<file path="src/rtl/ds18b20_pkg.sv">
// Shared constants and types for the DS18B20 scratchpad receive path.
package ds18b20_pkg;

    localparam int SCRATCHPAD_BITS = 72;
    localparam int TEMP_BITS       = 16;
    localparam int CNT_W           = 7;
    localparam logic [7:0] CRC8_POLY_REFL = 8'h8C;

    typedef enum logic [1:0] {
        IDLE    = 2'd0,
        RECEIVE = 2'd1,
        CHECK   = 2'd2
    } state_t;

endpackage

</file>
<file path="src/rtl/scratchpad_crc_check_if.sv">
// Bit-layer input and converter-facing output bundle of the scratchpad checker.
interface scratchpad_crc_check_if #(
    parameter int IDX_W = 3
);
    logic             frame_start;
    logic [IDX_W-1:0] sensor_idx;
    logic             bit_valid;
    logic             bit_in;
    logic [15:0]      bin_temperature;
    logic [IDX_W-1:0] temp_idx;
    logic             convert_en;
    logic             crc_error;
    logic             frame_abort;
    logic             busy;

    modport master (
        output frame_start, sensor_idx, bit_valid, bit_in,
        input  bin_temperature, temp_idx, convert_en, crc_error, frame_abort, busy
    );

    modport slave (
        input  frame_start, sensor_idx, bit_valid, bit_in,
        output bin_temperature, temp_idx, convert_en, crc_error, frame_abort, busy
    );
endinterface

</file>
<file path="src/rtl/crc8_dallas_serial.sv">
// Serial Dallas/Maxim CRC-8 (x^8+x^5+x^4+1, reflected), one bit per enabled clock.
// Latency: crc reflects bit_in one clock after en; clear wins over en.
// Backpressure: none, caller gates en/clear with its own strobe.
module crc8_dallas_serial
    import ds18b20_pkg::*;
(
    input  logic       clk,
    input  logic       rst,
    input  logic       en,
    input  logic       clear,
    input  logic       bit_in,
    output logic [7:0] crc
);

    logic fb;

    assign fb = crc[0] ^ bit_in;

    always_ff @(posedge clk) begin
        if (rst || clear) begin
            crc <= 8'h00;
        end else if (en) begin
            crc <= {1'b0, crc[7:1]} ^ (fb ? CRC8_POLY_REFL : 8'h00);
        end
    end

endmodule

</file>
<file path="src/rtl/scratchpad_crc_check.sv">
// Collects a 72-bit DS18B20 scratchpad, checks CRC-8 and publishes the raw temperature.
// Latency: convert_en/crc_error on the F1M tick after the tick accepting bit 71.
// Backpressure: none; bits are taken whenever bit_valid is high on an F1M tick.
module scratchpad_crc_check
    import ds18b20_pkg::*;
#(
    parameter int IDX_W = 3
) (
    input  logic clk,
    input  logic rst,
    input  logic F1M,
    scratchpad_crc_check_if.slave bus
);

    state_t                 state, state_nxt;
    logic [CNT_W-1:0]       bit_cnt;
    logic                   zero_flag;
    logic [TEMP_BITS-1:0]   temp_shift;
    logic [IDX_W-1:0]       idx_lat;
    logic [7:0]             crc;

    logic [TEMP_BITS-1:0]   bin_temperature_q;
    logic [IDX_W-1:0]       temp_idx_q;
    logic                   convert_en_q;
    logic                   crc_error_q;
    logic                   frame_abort_q;

    logic restart, accept, abort, check;
    logic frame_ok;

    // A stuck-low bus produces a zero CRC, so an all-zero frame must be rejected separately.
    assign frame_ok = (crc == 8'h00) && !zero_flag;

    always_comb begin
        state_nxt = state;
        restart   = 1'b0;
        accept    = 1'b0;
        abort     = 1'b0;
        check     = 1'b0;
        if (F1M) begin
            case (state)
                IDLE: begin
                    if (bus.frame_start) begin
                        restart   = 1'b1;
                        state_nxt = RECEIVE;
                    end
                end
                RECEIVE: begin
                    if (bus.frame_start) begin
                        restart   = 1'b1;
                        abort     = (bit_cnt != '0);
                        state_nxt = RECEIVE;
                    end else if (bus.bit_valid) begin
                        accept = 1'b1;
                        if (bit_cnt == CNT_W'(SCRATCHPAD_BITS - 1)) begin
                            state_nxt = CHECK;
                        end
                    end
                end
                CHECK: begin
                    check = 1'b1;
                    if (bus.frame_start) begin
                        restart   = 1'b1;
                        state_nxt = RECEIVE;
                    end else begin
                        state_nxt = IDLE;
                    end
                end
                default: state_nxt = IDLE;
            endcase
        end
    end

    always_ff @(posedge clk) begin
        if (rst) begin
            state <= IDLE;
        end else begin
            state <= state_nxt;
        end
    end

    always_ff @(posedge clk) begin
        if (rst) begin
            bit_cnt           <= '0;
            zero_flag         <= 1'b1;
            temp_shift        <= '0;
            idx_lat           <= '0;
            bin_temperature_q <= '0;
            temp_idx_q        <= '0;
            convert_en_q      <= 1'b0;
            crc_error_q       <= 1'b0;
            frame_abort_q     <= 1'b0;
        end else if (F1M) begin
            convert_en_q  <= 1'b0;
            crc_error_q   <= 1'b0;
            frame_abort_q <= abort;
            if (check) begin
                if (frame_ok) begin
                    bin_temperature_q <= temp_shift;
                    temp_idx_q        <= idx_lat;
                    convert_en_q      <= 1'b1;
                end else begin
                    crc_error_q <= 1'b1;
                end
            end
            if (restart) begin
                bit_cnt    <= '0;
                zero_flag  <= 1'b1;
                temp_shift <= '0;
                idx_lat    <= bus.sensor_idx;
            end else if (accept) begin
                zero_flag <= zero_flag & ~bus.bit_in;
                if (bit_cnt < CNT_W'(TEMP_BITS)) begin
                    temp_shift[bit_cnt[3:0]] <= bus.bit_in;
                end
                bit_cnt <= bit_cnt + 1'b1;
            end
        end
    end

    crc8_dallas_serial u_crc (
        .clk    (clk),
        .rst    (rst),
        .en     (accept),
        .clear  (restart),
        .bit_in (bus.bit_in),
        .crc    (crc)
    );

    assign bus.bin_temperature = bin_temperature_q;
    assign bus.temp_idx        = temp_idx_q;
    assign bus.convert_en      = convert_en_q;
    assign bus.crc_error       = crc_error_q;
    assign bus.frame_abort     = frame_abort_q;
    assign bus.busy            = (state != IDLE);

endmodule

</file>
<file path="src/flat_wrapper.sv">
// flat-port wrapper written by rule: the top's interface ports become plain ports
module scratchpad_crc_check_flat import ds18b20_pkg::*;
#(
    parameter int IDX_W = 3
)
  (clk, rst, F1M, bus_frame_start, bus_sensor_idx, bus_bit_valid, bus_bit_in, bus_bin_temperature, bus_temp_idx, bus_convert_en, bus_crc_error, bus_frame_abort, bus_busy);
  scratchpad_crc_check_if #(.IDX_W(IDX_W)) bus_i ();
  input  logic clk;
  input  logic rst;
  input  logic F1M;
  input wire logic [$bits(bus_i.frame_start)-1:0] bus_frame_start;
  input wire logic [$bits(bus_i.sensor_idx)-1:0] bus_sensor_idx;
  input wire logic [$bits(bus_i.bit_valid)-1:0] bus_bit_valid;
  input wire logic [$bits(bus_i.bit_in)-1:0] bus_bit_in;
  output wire logic [$bits(bus_i.bin_temperature)-1:0] bus_bin_temperature;
  output wire logic [$bits(bus_i.temp_idx)-1:0] bus_temp_idx;
  output wire logic [$bits(bus_i.convert_en)-1:0] bus_convert_en;
  output wire logic [$bits(bus_i.crc_error)-1:0] bus_crc_error;
  output wire logic [$bits(bus_i.frame_abort)-1:0] bus_frame_abort;
  output wire logic [$bits(bus_i.busy)-1:0] bus_busy;
  assign bus_i.frame_start = bus_frame_start;
  assign bus_i.sensor_idx = bus_sensor_idx;
  assign bus_i.bit_valid = bus_bit_valid;
  assign bus_i.bit_in = bus_bit_in;
  assign bus_bin_temperature = bus_i.bin_temperature;
  assign bus_temp_idx = bus_i.temp_idx;
  assign bus_convert_en = bus_i.convert_en;
  assign bus_crc_error = bus_i.crc_error;
  assign bus_frame_abort = bus_i.frame_abort;
  assign bus_busy = bus_i.busy;
  scratchpad_crc_check #(.IDX_W(IDX_W)) u_core (.clk(clk), .rst(rst), .F1M(F1M), .bus(bus_i));
endmodule
</file>
<file path="config.mk">
export PLATFORM = sky130hd
export DESIGN_NAME = scratchpad_crc_check_flat
export DESIGN_NICKNAME = d
export VERILOG_FILES = /design/src/rtl/ds18b20_pkg.sv /design/src/rtl/scratchpad_crc_check_if.sv /design/src/rtl/crc8_dallas_serial.sv /design/src/rtl/scratchpad_crc_check.sv /design/src/flat_wrapper.sv
export SDC_FILE = /design/constraint.sdc
export NUM_CORES = 1
export LEC_CHECK = 0
export ABC_AREA = 1
export ABC_CLOCK_PERIOD_IN_PS = 2800
export CAP_MARGIN = 30
export CORE_MARGIN = 2
export CORE_UTILIZATION = 60
export DETAILED_ROUTE_END_ITERATION = 7
export PLACE_DENSITY = 0.81
export SLEW_MARGIN = 30
export SYNTH_ARGS = -nofsm -noshare
export SYNTH_HDL_FRONTEND = slang
export SYNTH_SLANG_ARGS = --single-unit
export TNS_END_PERCENT = 30
</file>
<file path="constraint.sdc">
create_clock -name clk -period 2.8 [get_ports clk]
set_clock_uncertainty 0.1 [all_clocks]
set_input_delay 0.28 -clock clk [delete_from_list [all_inputs] [get_ports clk]]
set_output_delay 0.28 -clock clk [all_outputs]
set_load 0.01 [all_outputs]
</file>
Word-level counts from Yosys, hierarchy flattened
Index checks and enable logic that the tools add are counted.

word-level totals
  input port bits = 9
  register bits after elaboration = 59
  output and inout bits = 23

cells by class
  muxes and demuxes = 32
  add/subtract/negate cells = 1
  bitwise gates (word level) = 4
  reduce and logical (&&, ||, !) cells = 16
  order comparisons = 3
  equal/unequal tests = 6

operators with widths
  operator                                                                             number
  16-bit 2-to-1 mux                                                                    3
  1-bit 2-to-1 mux                                                                     19
  16-bit bitwise mux                                                                   1
  7-bit 2-to-1 mux                                                                     2
  8-bit logical NOT                                                                    1
  2-bit 2-to-1 mux                                                                     4
  8-bit 2-to-1 mux                                                                     1
  7-bit by 8-bit XOR with 8-bit output                                                 1
  7-bit by 1-bit adder with 7-bit output, second input constant                        1
  7-bit equality test, second input constant                                           1
  7-bit by 5-bit < comparator with 1-bit output, second input constant                 1
  7-bit nonzero test                                                                   1
  2-bit case mux with 3 select lines                                                   1
  3-bit AND reduction                                                                  2
  2-bit nonzero test                                                                   3
  4-bit by 5-bit < comparator with 1-bit output, second input constant                 1
  1-bit demux with 4-bit select                                                        1
  4-bit by 1-bit greater-or-equal comparator with 1-bit output, second input constant  1
  2-bit AND reduction                                                                  2
  4-bit AND reduction                                                                  1
  3-bit by 2-bit != test with 1-bit output, second input constant                      1
  3-bit != test, second input constant                                                 1
  3-bit OR reduction                                                                   1
  2-bit by 1-bit equality test with 1-bit output, second input constant                1
  9 further kinds                                                                      10

Longest topological paths before layout
Gate-level depths: netlist of run 1.

  depth in word-level cells = 8
  mapped depth = 10
  gate-level depth less buffers = 9

Cells and area by module
Synthesis of run 1 repeated with hierarchy kept, for this count alone.

second synthesis, totals
  cell total of the unflattened synthesis = 420
  area total of the unflattened synthesis = 2924.1 um2

modules (own cells, without submodules)
  module                area each (um2)  cells an instance  instances  sequential area each (um2)
  scratchpad_crc_check  2560.0           372                1          1021.0
  crc8_dallas_serial    364.1            48                 1          160.2

Worst setup path after synthesis of run 1
Ideal clock, no wire load.

  kind = reg2reg
  start point = register u_core.bit_cnt[0]
  end point = register u_core.state[0]
  slack = 1.419 ns
  path buffers = 0
  arrival = 1.164 ns
  library setup time = 0.117 ns
  cell stages (with the launch flop) = 7
  clock period less this slack = 1.381 ns
  cells stage by stage = dfxtp_1 -> ha_1 -> inv_1 -> nor2_1 -> nand3_1 -> a21boi_0 -> nor2_1

on the way
  cells in the longest elaborated chain, start to end = 3

RTL lines
  item                                                RTL line                     source
  start, declared                                     scratchpad_crc_check.sv:16   logic [CNT_W-1:0] bit_cnt;
  start signal, assigned                              scratchpad_crc_check.sv:116  bit_cnt <= bit_cnt + 1'b1;
  7-bit equality test                                 scratchpad_crc_check.sv:55   if (bit_cnt == CNT_W'(SCRATCHPAD_BITS - 1)) begin
  3-bit by 2-bit != test with 1-bit output (no line)  n/a
  4-bit AND reduction (no line)                       n/a
  end signal, assigned                                scratchpad_crc_check.sv:78   state <= state_nxt;
  end, declared                                       scratchpad_crc_check.sv:15   state_t state, state_nxt;

Every way passes these cells.
A chain may end at the register's enable or synchronous reset.

Final worst setup path of run 1
  start point = register u_core.state[0]
  end point = output port bus_busy

on the way
  cells in the longest elaborated chain, start to end = 1

RTL lines
  item                RTL line                     source
  2-bit nonzero test  scratchpad_crc_check.sv:135  assign bus.busy = (state != IDLE);
  end, declared       flat_wrapper.sv:20           output wire logic [$bits(bus_i.busy)-1:0] bus_busy;

Every way passes these cells.

==> key figures, run 1 <==
Outcome
  – Outcome: complete, no violations

STA
  – Final setup vio count: 0
  – Final hold vios: 0
  – Slew HR: 49.25%
  – Slew @ Worst Pin: 758.4 ps
  – RSZ-0062 raised after global routing: no
  – Max Slew Vio Count: 0
  – F_max: 526.6 MHz
  – Minimum clock period: 1899 ps
  – Final Cycle Share: 67.82%
  – Setup TNS: 0 ps
  – WHS: 367.4 ps

Route
  – Routed Antenna Nets: 0
  – Detailed Route Iter0 Violations: 104
  – Final WL: 5643 µm
  – TritonRoute pass-1 iters: 4
  – DR vias/cell: 4.908
  – Via count: 2552
  – DR WL/cell: 10.85 µm
  – Post-route DRC: 0

Die
  – Die Width: 73.06 µm
  – Die Span Y: 73.06 µm
  – Die area: 0.005338 mm²
  – IO Count: 32
  – Starting Density: 61.40%
  – Core area: 0.004661 mm²
  – Floorplan row count: 25

CTS
  – Postcts setup bufs: 0
  – CTS Hold Buffers Added: 0
  – TritonCTS clock tree: done
  – CTS HTree Levels: 3
  – CTS max path bufs: 2
  – Clock Sinks: 59
  – Clock latency at the later pin of the worst-skew pair: 340 ps
  – Post_cts resized: 0
  – Total CTS buffers: 9
  – Root Driver: clkbuf_8
  – Clock slew at reported path FFs: 60 ps

Worst setup path
  – Worst reg-to-reg path cell count: 6
  – WS Path Type: flop to output port
  – CP required: 2420 ps
  – Crit end category: output port
  – Worst EP arrival: 1520 ps
  – Critical path fanouts, max: 5
  – Critical Path Source Type: flop
  – Reg2Reg Launch Point: u_core.state[0]
  – Worst reg2reg path endpoint: u_core.temp_shift[10]
  – R2R setup slack: 920 ps
  – Critical Path Sink: bus_busy
  – Worst setup startpoint: u_core.state[0]

Final layout
  – Layout area overhead: 17.40%
  – Post-route cell area: 0.003359 mm²
  – Ratio of cells with drive above 1 in the final layout: 8.369%
  – Nets: 474
  – Non-Filler Instances: 520
  – Antenna diodes: 0
  – Fin util: 72.08%

Global route
  – Congestion Overflow GR: 0
  – Largest net degree at the start of global routing: 40
  – GR Util All Layers: 23.45%
  – Vias in the first global route: 2284
  – Initial antenna violation count: 0
  – First-pass GRT wire length: 9611 µm

Pwr
  – Pwr Density: 533.5 mW/mm²
  – Worst vdd ir: 385.8 µV
  – P_leak: 1.517 nW

Place
  – RD Place Congestion: 0.8662
  – DP Area: 0.003153 mm²
  – Port bufs: 31
  – Placed cell count: 504
  – Post-DP HPWL: 3771 µm

Logic synthesis
  – Area contributors post-synth: dfxtp_1 41%, nand2_1 16%, nor2_1 11%
  – Netlist cell types: 29
  – Syn_nets: 443
  – EDFF count, synth: 0
  – Mapped cell area: 0.002861 mm²
  – Leading area contributor after synthesis: dfxtp_1
  – Post-Syn Instances: 430
  – Synthesized flop and latch total: 59
  – Post-synth top area share: 41.28%
  – Async S/R FF share, synth: 0%
  – Synth Flop Type: dfxtp_1
  – Sequential share of the synthesized area: 41.28%
  – Yosys warns: 0
  – Avg Cell Area, Syn: 6.655 µm²

Run
  – Max-cap violation count: 0

Min path
  – Worst Hold Depth: 2
  – HP Class: flop to flop
  – Hold_sp: u_core.zero_flag
-- placed cells by master (no fill, tap or decap) --
| master | instances |
|---|---|
| nand2_4 | 2 |
| inv_2 | 5 |
| nor3_2 | 1 |
| inv_1 | 55 |
| xor2_1 | 2 |
| nor2_1 | 83 |
| clkbuf_1 | 3 |
| nand2_2 | 1 |
| nor2_2 | 9 |
| inv_4 | 1 |
| nand2_1 | 125 |
| clkbuf_8 | 12 |
| or2_1 | 1 |
| o21ai_0 | 11 |
| a21oi_2 | 1 |
| nand4_1 | 3 |
| ha_1 | 4 |
| o21ai_1 | 1 |
| bufinv_16 | 1 |
| clkdlybuf4s50_1 | 31 |
| nand3_4 | 2 |
| nand3_1 | 26 |
| a21oi_1 | 19 |
| nor2_4 | 2 |
| xnor2_1 | 1 |
| nor3_1 | 1 |
| dfxtp_1 | 59 |
| a21boi_0 | 1 |
| buf_4 | 2 |
| a31oi_1 | 1 |
-- stage by stage --
step	power, W	setup WS, ps
global route	0.001856	779.4
floorplan	0.0009699	1419
CTS	0.001803	911.2
detailed placement	0.001006	679.0
global placement	0.001003	728.4
finish	0.001792	901.0
-- state kept, by name, indices dropped and copies added, names as in the netlist --
register / count
u_core.idx_lat: 3
u_core.bus.temp_idx: 3
u_core.bus.convert_en: 1
u_core.bus.frame_abort: 1
u_core.zero_flag: 1
u_core.bus.bin_temperature: 16
u_core.bus.crc_error: 1
u_core.bit_cnt: 7
u_core.state: 2
u_core.u_crc.crc: 8
u_core.temp_shift: 16
-- per-layer routing --
layer	up-vias	track usage (%)	part of all wire, %
li1	1366	-	-
met5	-	0	0
met2	52	39.14	46
met1	1117	27.36	47
met3	17	5.387	3.6
met4	0	13.58	2.9
-- kinds of logic (layout without fill, tap and decap cells) --
group | after synthesis | count (layout) | share of synthesized area, %
and+or+nand+nor | 256 | 256 | 38.22
buffers and inverters | 74 | 110 | 11.63
DFF | 59 | 59 | 41.28
AOI/OAI and AO/OA | 34 | 34 | 6.209
adders and majority gates | 4 | 4 | 1.749
xor gates and xnor gates | 3 | 3 | 0.9184
-- worst max-delay path, cell delays in order, from the launching register on --
cell             delay [ps]
dfxtp_1                 460
nor2_1                  120
inv_1                    70
clkdlybuf4s50_1         540
-- report_power, final --
part	total, W	internal [W]	switching, W
registers	0.000863	0.000852	0.0000109
logic	0.000128	0.0000451	0.0000830
clock network	0.000801	0.000485	0.000316
-- layout make-up --
type / count / area [µm²]
well taps: 54 / 67.56
fillers: 402 / 1301
clock buffers: 15 / 176.4
inverters: 61 / 231.5
repair buffers: 33 / 325.3
clock inverters: 1 / 30.03
flip-flops and latches: 59 / 1181
multi-input cells: 297 / 1348
-- synthesized netlist by cell type, types with 2 or more instances --
master	number
nand2_1	125
nor2_1	83
dfxtp_1	59
inv_1	55
nand3_1	26
a21oi_1	19
o21ai_0	11
nor2_2	9
buf_6	6
inv_2	5
ha_1	4
buf_2	3
clkbuf_1	3
nand4_1	3
nand2_4	2
nand3_4	2
nor2_4	2
xor2_1	2
-- worst min-delay path by stage --
stage | end
after floorplan | u_core.bus.convert_en
after global placement | u_core.zero_flag
after detailed placement | u_core.zero_flag
after CTS | u_core.zero_flag
after global routing | u_core.zero_flag
final | u_core.zero_flag
(Power assumes the default switching activity.)
==> run 2: changes to the inputs <==
--- a/config.mk
+++ b/config.mk
@@ -6,12 +6,12 @@
 export NUM_CORES = 1
 export LEC_CHECK = 0
 export ABC_AREA = 1
-export ABC_CLOCK_PERIOD_IN_PS = 2800
+export ABC_CLOCK_PERIOD_IN_PS = 1500
 export CAP_MARGIN = 30
 export CORE_MARGIN = 2
-export CORE_UTILIZATION = 60
+export CORE_UTILIZATION = 50
 export DETAILED_ROUTE_END_ITERATION = 7
-export PLACE_DENSITY = 0.81
+export PLACE_DENSITY = 0.72
 export SLEW_MARGIN = 30
 export SYNTH_ARGS = -nofsm -noshare
 export SYNTH_HDL_FRONTEND = slang
==> constraint.sdc (replaced) <==
create_clock -name clk -period 1.5 [get_ports clk]
set_clock_uncertainty 0.1 [all_clocks]
set_input_delay 0.15 -clock clk [delete_from_list [all_inputs] [get_ports clk]]
set_output_delay 0.15 -clock clk [all_outputs]
set_load 0.01 [all_outputs]
==> key figures, run 2 (same netlist as run 1, synthesis figures left out) <==
Outcome
  – Outcome: complete, no violations

Route
  – TritonRoute pass-1 iters: 4 (unchanged)
  – Routed Antenna Nets: 0 (unchanged)
  – Post-route DRC: 0 (unchanged)
  – Final WL: 6208 µm (+10%)
  – DR vias/cell: 4.627 (-5.7%)
  – Detailed Route Iter0 Violations: 88 (-15%)
  – Via count: 2619 (+2.6%)
  – DR WL/cell: 10.97 µm (+1.1%)

Worst setup path
  – Critical path depth in cells: 1 (-2)
  – Crit path cell chain: clkdlybuf4s50_1
  – Worst EP arrival: 1230 ps (-290 ps)
  – Slowest stage delay, CP: 550 ps (about the same)
  – Critical Path Source Type: flop
  – Critical path fanouts, max: 2 (-3)
  – CP required: 1250 ps (-1170 ps)
  – Crit end category: output port
  – R2R setup slack: 40 ps (-880 ps)
  – Largest delay share family, worst path: buffers and inverters
  – WS Path Type: flop to output port
  – Bufs and invs on worst path: 1 (-1)
  – Crit-path slowest cell: clkdlybuf4s50_1
  – Worst reg-to-reg path cell count: 6 (unchanged)

Pwr
  – Pwr Density: 898.6 mW/mm² (+68%)
  – Worst vdd ir: 604.6 µV (+57%)
  – P_leak: 1.843 nW (+22%)

STA
  – Max Slew Vio Count: 0 (unchanged)
  – RSZ-0062 raised after global routing: yes
  – F_max: 677.9 MHz
  – WHS: 86.14 ps (-281.3 ps)
  – Slew @ Worst Pin: 334.8 ps (-423.7 ps)
  – Minimum clock period: 1475 ps
  – Setup TNS: 0 ps (unchanged)
  – Slew HR: 77.52% (+28 points)
  – Final Cycle Share: 98.34%
  – Final hold vios: 0 (unchanged)
  – Final setup vio count: 0 (unchanged)

Die
  – Die Width: 79.65 µm (+9.0%)
  – Core area: 0.005507 mm² (+18%)
  – Die Span Y: 79.65 µm (+9.0%)
  – Die area: 0.006344 mm² (+19%)
  – Floorplan row count: 27 (+8.0%)
  – Starting Density: 51.97% (-9.4 points)
  – IO Count: 32 (unchanged)

Final layout
  – Layout area overhead: 29.86%
  – Most frequent cells in the layout: 125 x nand2_1, 77 x nor2_1, 56 x dfxtp_1, 55 x inv_1
  – Fin util: 67.48% (-4.6 points)
  – Non-Filler Instances: 566 (+8.8%)
  – Ratio of cells with drive above 1 in the final layout: 16.60% (+8.2 points)
  – Post-route cell area: 0.003716 mm² (+11%)
  – Most common cell after layout, fill and taps aside: nand2_1
  – Nets: 502 (+5.9%)
  – Antenna diodes: 0 (unchanged)
  – Filler Cell Count: 483 (+20%)

Global route
  – Largest net degree at the start of global routing: 40 (unchanged)
  – M1 GR Usage: 25.53% (-1.8 points)
  – Initial antenna violation count: 0 (unchanged)
  – GR Util All Layers: 20.89% (-2.6 points)
  – First-pass GRT wire length: 10370 µm (+7.9%)
  – Routing usage on met3: 4.412% (-0.97 points)
  – Busiest grt layer: met2
  – Vias in the first global route: 2452 (+7.4%)
  – Congestion Overflow GR: 0 (unchanged)
  – GR Util met2: 35.21% (-3.9 points)

Place
  – Post-DP HPWL: 4138 µm (+9.7%)
  – Placed cell count: 549 (+8.9%)
  – RD Place Congestion: 0.8180 (-5.6%)
  – DP Area: 0.003416 mm² (+8.3%)
  – Port bufs: 31 (unchanged)

CTS
  – Postcts setup bufs: 0 (unchanged)
  – TritonCTS clock tree: done
  – CTS HTree Levels: 3 (unchanged)
  – Clock Sinks: 59 (unchanged)
  – Clock latency at the later pin of the worst-skew pair: 340 ps (about the same)
  – Total CTS buffers: 9 (unchanged)
  – Root Driver: clkbuf_8
  – Clock slew at reported path FFs: 70 ps (about the same)
  – CTS max path bufs: 2 (unchanged)
  – CTS Hold Buffers Added: 0 (unchanged)

Run
  – Max-cap violation count: 0 (unchanged)

Min path
  – Worst Hold Depth: 2 (unchanged)
  – HP Class: input pin to flop
[run 2: worst paths after layout]
| path | endpoint | start |
|---|---|---|
| worst min-delay path | u_core.bus.frame_abort | F1M |
| worst min register to register | u_core.bus.crc_error | u_core.bus.crc_error |
| worst max-delay path | bus_bin_temperature[5] | u_core.bus.bin_temperature[5] |
| worst max register to register | u_core.bus.bin_temperature[7] | u_core.u_crc.crc[3] |
[run 2: cell type report]
cell class,instances,area [µm²],area share [%]
Clock buffer,9,123.9,3.333
Clock inverter,7,68.82,1.852
Timing Repair Buffer,61,611.8,16.46
Inverter,61,241.5,6.498
Multi-Input combinational cell,297,1395,37.54
Sequential cell,59,1185,31.89
Tap cell,72,90.09,2.424
[run 2: repair_timing]
item                       4_1_cts  5_1_grt
cloned                           0        1
setup endpoints to repair       13       38
resized for setup                8       24
[run 2: metal layers]
metal  part of all wire (%)  wire length (µm)  up-vias
li1                       -                 -     1425
met2                     47              2914       32
met5                      0                 0        -
met1                     49              3013     1151
met4                    1.6               101        0
met3                    2.9               179       11
[run 2: power by group]
part	switching [W]	internal, W
clock network	0.000659	0.000759
registers	0.0000160	0.00159
logic	0.000177	0.000137
[run 2: metrics by stage]
| step | worst slack (ps) | total power [W] |
|---|---|---|
| 2_1_floorplan | 118.8 | 0.001810 |
| 3_3_place_gp | -393.9 | 0.001937 |
| 3_5_place_dp | -442.4 | 0.001941 |
| 4_1_cts | 3.408 | 0.003354 |
| 5_1_grt | -34.09 | 0.003452 |
| 6_report | 24.88 | 0.003339 |
==> run 3: changes to the inputs <==
--- a/config.mk
+++ b/config.mk
@@ -8,7 +8,6 @@
 export ABC_AREA = 1
 export ABC_CLOCK_PERIOD_IN_PS = 1500
 export CAP_MARGIN = 30
-export CORE_MARGIN = 2
 export CORE_UTILIZATION = 50
 export DETAILED_ROUTE_END_ITERATION = 7
 export PLACE_DENSITY = 0.72
==> key figures, run 3 (same netlist as run 1, synthesis figures left out) <==
Route
  – Detailed Route Iter0 Violations: 129 (+47%)
  – DR vias/cell: 4.725 (+2.1%)
  – Post-route DRC: 0 (unchanged)
  – Final WL: 6158 µm (-0.81%)
  – Routed Antenna Nets: 0 (unchanged)
  – Via count: 2660 (+1.6%)
  – DR WL/cell: 10.94 µm (-0.28%)
  – TritonRoute pass-1 iters: 4 (unchanged)

Pwr
  – Sw Share: 24.10% (-1.4 points)
  – P_leak: 1.818 nW (-1.4%)
  – Pwr Density: 944.7 mW/mm² (+5.1%)
  – Int Pwr: 0.002657 W (+6.9%)
  – NetSw: 0.0008439 W (-1.0%)
  – Proportion of power drawn by flip-flops and latches: 45.9% (-2.2 points)
  – Worst vdd ir: 579.1 µV (-4.2%)
  – Clock share of power: 45.3% (+2.8 points)
  – Combinational Power Share: 8.9% (-0.5 points)
  – PnR Total Power: 0.003501 W (+4.8%)

CTS
  – TritonCTS clock tree: done
  – Clock slew at reported path FFs: 70 ps (about the same)
  – CTS max path bufs: 2 (unchanged)
  – Total CTS buffers: 9 (unchanged)
  – Postcts setup bufs: 0 (unchanged)
  – CTS Hold Buffers Added: 0 (unchanged)
  – Root Driver: clkbuf_8
  – Clock Sinks: 59 (unchanged)
  – CTS HTree Levels: 3 (unchanged)
  – Clock latency at the later pin of the worst-skew pair: 340 ps (about the same)

Worst setup path
  – Critical Path Source Type: flop
  – Largest delay share family, worst path: buffers and inverters
  – Critical path depth in cells: 1 (unchanged)
  – Worst reg-to-reg path cell count: 6 (unchanged)
  – Crit path cell chain: clkdlybuf4s50_1
  – WS Path Type: flop to output port
  – Crit end category: output port
  – Bufs and invs on worst path: 1 (unchanged)
  – Critical path fanouts, max: 2 (unchanged)
  – CP required: 1250 ps (about the same)
  – Crit-path slowest cell: clkdlybuf4s50_1
  – Worst EP arrival: 1200 ps (-30 ps)
  – R2R setup slack: 70 ps (+30 ps)
  – Slowest stage delay, CP: 540 ps (about the same)

Die
  – Core area: 0.005507 mm² (unchanged)
  – Starting Density: 51.97% (unchanged)
  – Die Span Y: 77.65 µm (-2.5%)
  – IO Count: 32 (unchanged)
  – Die Width: 77.65 µm (-2.5%)
  – Floorplan row count: 27 (unchanged)
  – Die area: 0.006030 mm² (-5.0%)

Final layout
  – Most common cell after layout, fill and taps aside: nand2_1
  – Most frequent cells in the layout: 125 x nand2_1, 78 x nor2_1, 56 x dfxtp_1, 55 x inv_1, 25 x nand3_1
  – Layout area overhead: 29.51%
  – Antenna diodes: 0 (unchanged)
  – Ratio of cells with drive above 1 in the final layout: 15.68% (-0.92 points)
  – Filler Cell Count: 475 (-1.7%)
  – Nets: 499 (-0.60%)

Global route
  – First-pass GRT wire length: 10430 µm (+0.60%)
  – Initial antenna violation count: 0 (unchanged)
  – Congestion Overflow GR: 0 (unchanged)
  – Largest net degree at the start of global routing: 40 (unchanged)
  – GR Util All Layers: 21.93% (+1.0 points)
  – Vias in the first global route: 2474 (+0.90%)

STA
  – Minimum clock period: 1454 ps (-20.92 ps)
  – RSZ-0062 raised after global routing: yes
  – Final Cycle Share: 96.95% (-1.4 points)
  – Max Slew Vio Count: 0 (unchanged)
  – Slew @ Worst Pin: 340.2 ps (+5.454 ps)
  – F_max: 687.7 MHz (+1.4%)
  – Slew HR: 77.16% (-0.37 points)
  – Final hold vios: 0 (unchanged)
  – Final setup vio count: 0 (unchanged)
  – Setup TNS: 0 ps (unchanged)

Place
  – Post-DP HPWL: 4083 µm (-1.3%)
  – RD Place Congestion: 0.8375 (+2.4%)
  – Port bufs: 31 (unchanged)

Min path
  – Worst Hold Depth: 2 (unchanged)
  – HP Class: input pin to flop

Outcome
  – Outcome: complete, no violations

Run
  – Max-cap violation count: 0 (unchanged)
-- run 3: cell types whose count changed in the layout (fill, tap and decap cells not counted), sizes merged --
cell and change:
buf -3, bufinv +1, clkbuf +1, clkinv -1, clkinvlp -1, dlygate4sd2 +1
dlymetal6s2s -1
-- run 3: path summary, 6_finish.rpt --
kind,from,end
hold reg to reg,u_core.bus.crc_error,u_core.bus.crc_error
setup reg to reg,u_core.state[0],u_core.bus.bin_temperature[7]
hold / removal,F1M,u_core.bus.frame_abort
setup / recovery,u_core.bus.bin_temperature[5],bus_bin_temperature[5]
-- run 3: power groups by stage --
| stage | clock network (W) | registers, W | logic, W |
|---|---|---|---|
| 3_5_place_dp | 0 | 0.00164 | 0.000291 |
| 6_report | 0.00159 | 0.00161 | 0.000310 |
| 5_1_grt | 0.00169 | 0.00161 | 0.000342 |
| 2_1_floorplan | 0 | 0.00164 | 0.000167 |
| 3_3_place_gp | 0 | 0.00164 | 0.000287 |
| 4_1_cts | 0.00162 | 0.00160 | 0.000297 |
-- run 3: cell type report --
type	count	area (µm²)	area share [%]
timing repair buffer	58	573.1	15.46
inverter	61	241.5	6.516
tap	72	90.09	2.431
clock buffer	10	127.6	3.444
clock inverter	6	90.09	2.431
multi-input combinational	297	1399	37.74
sequential	59	1185	31.97
-- run 3: stage by stage --
step                      cell area [µm²]  setup slack [ps]  instances  util (%)  hold WS [ps]
after global placement               3381            -411.1        546     61.40         348.3
final                                3706             45.80        563     67.30         72.64
after CTS                            3611            -11.79        562     65.58         318.2
after global routing                 3706            -8.134        563     67.30         92.69
after detailed placement             3381            -459.9        546     61.40         349.9
after floorplan                      2861             118.8        430         -         112.4
-- run 3: layer usage --
metal / vias to the layer above / GRT usage, % / share of wire [%]
li1: 1417 / - / -
met1: 1190 / 27.11 / 47
met2: 49 / 36.11 / 47
met3: 4 / 5.294 / 5.3
met4: 0 / 9.623 / 0.71
met5: - / 0 / 0
-- run 3: repair_timing --
action	4_1_cts	5_1_grt
resized for setup	8	24
pin swaps	0	1
gates cloned	0	1
endpoints found under the setup margin	15	44
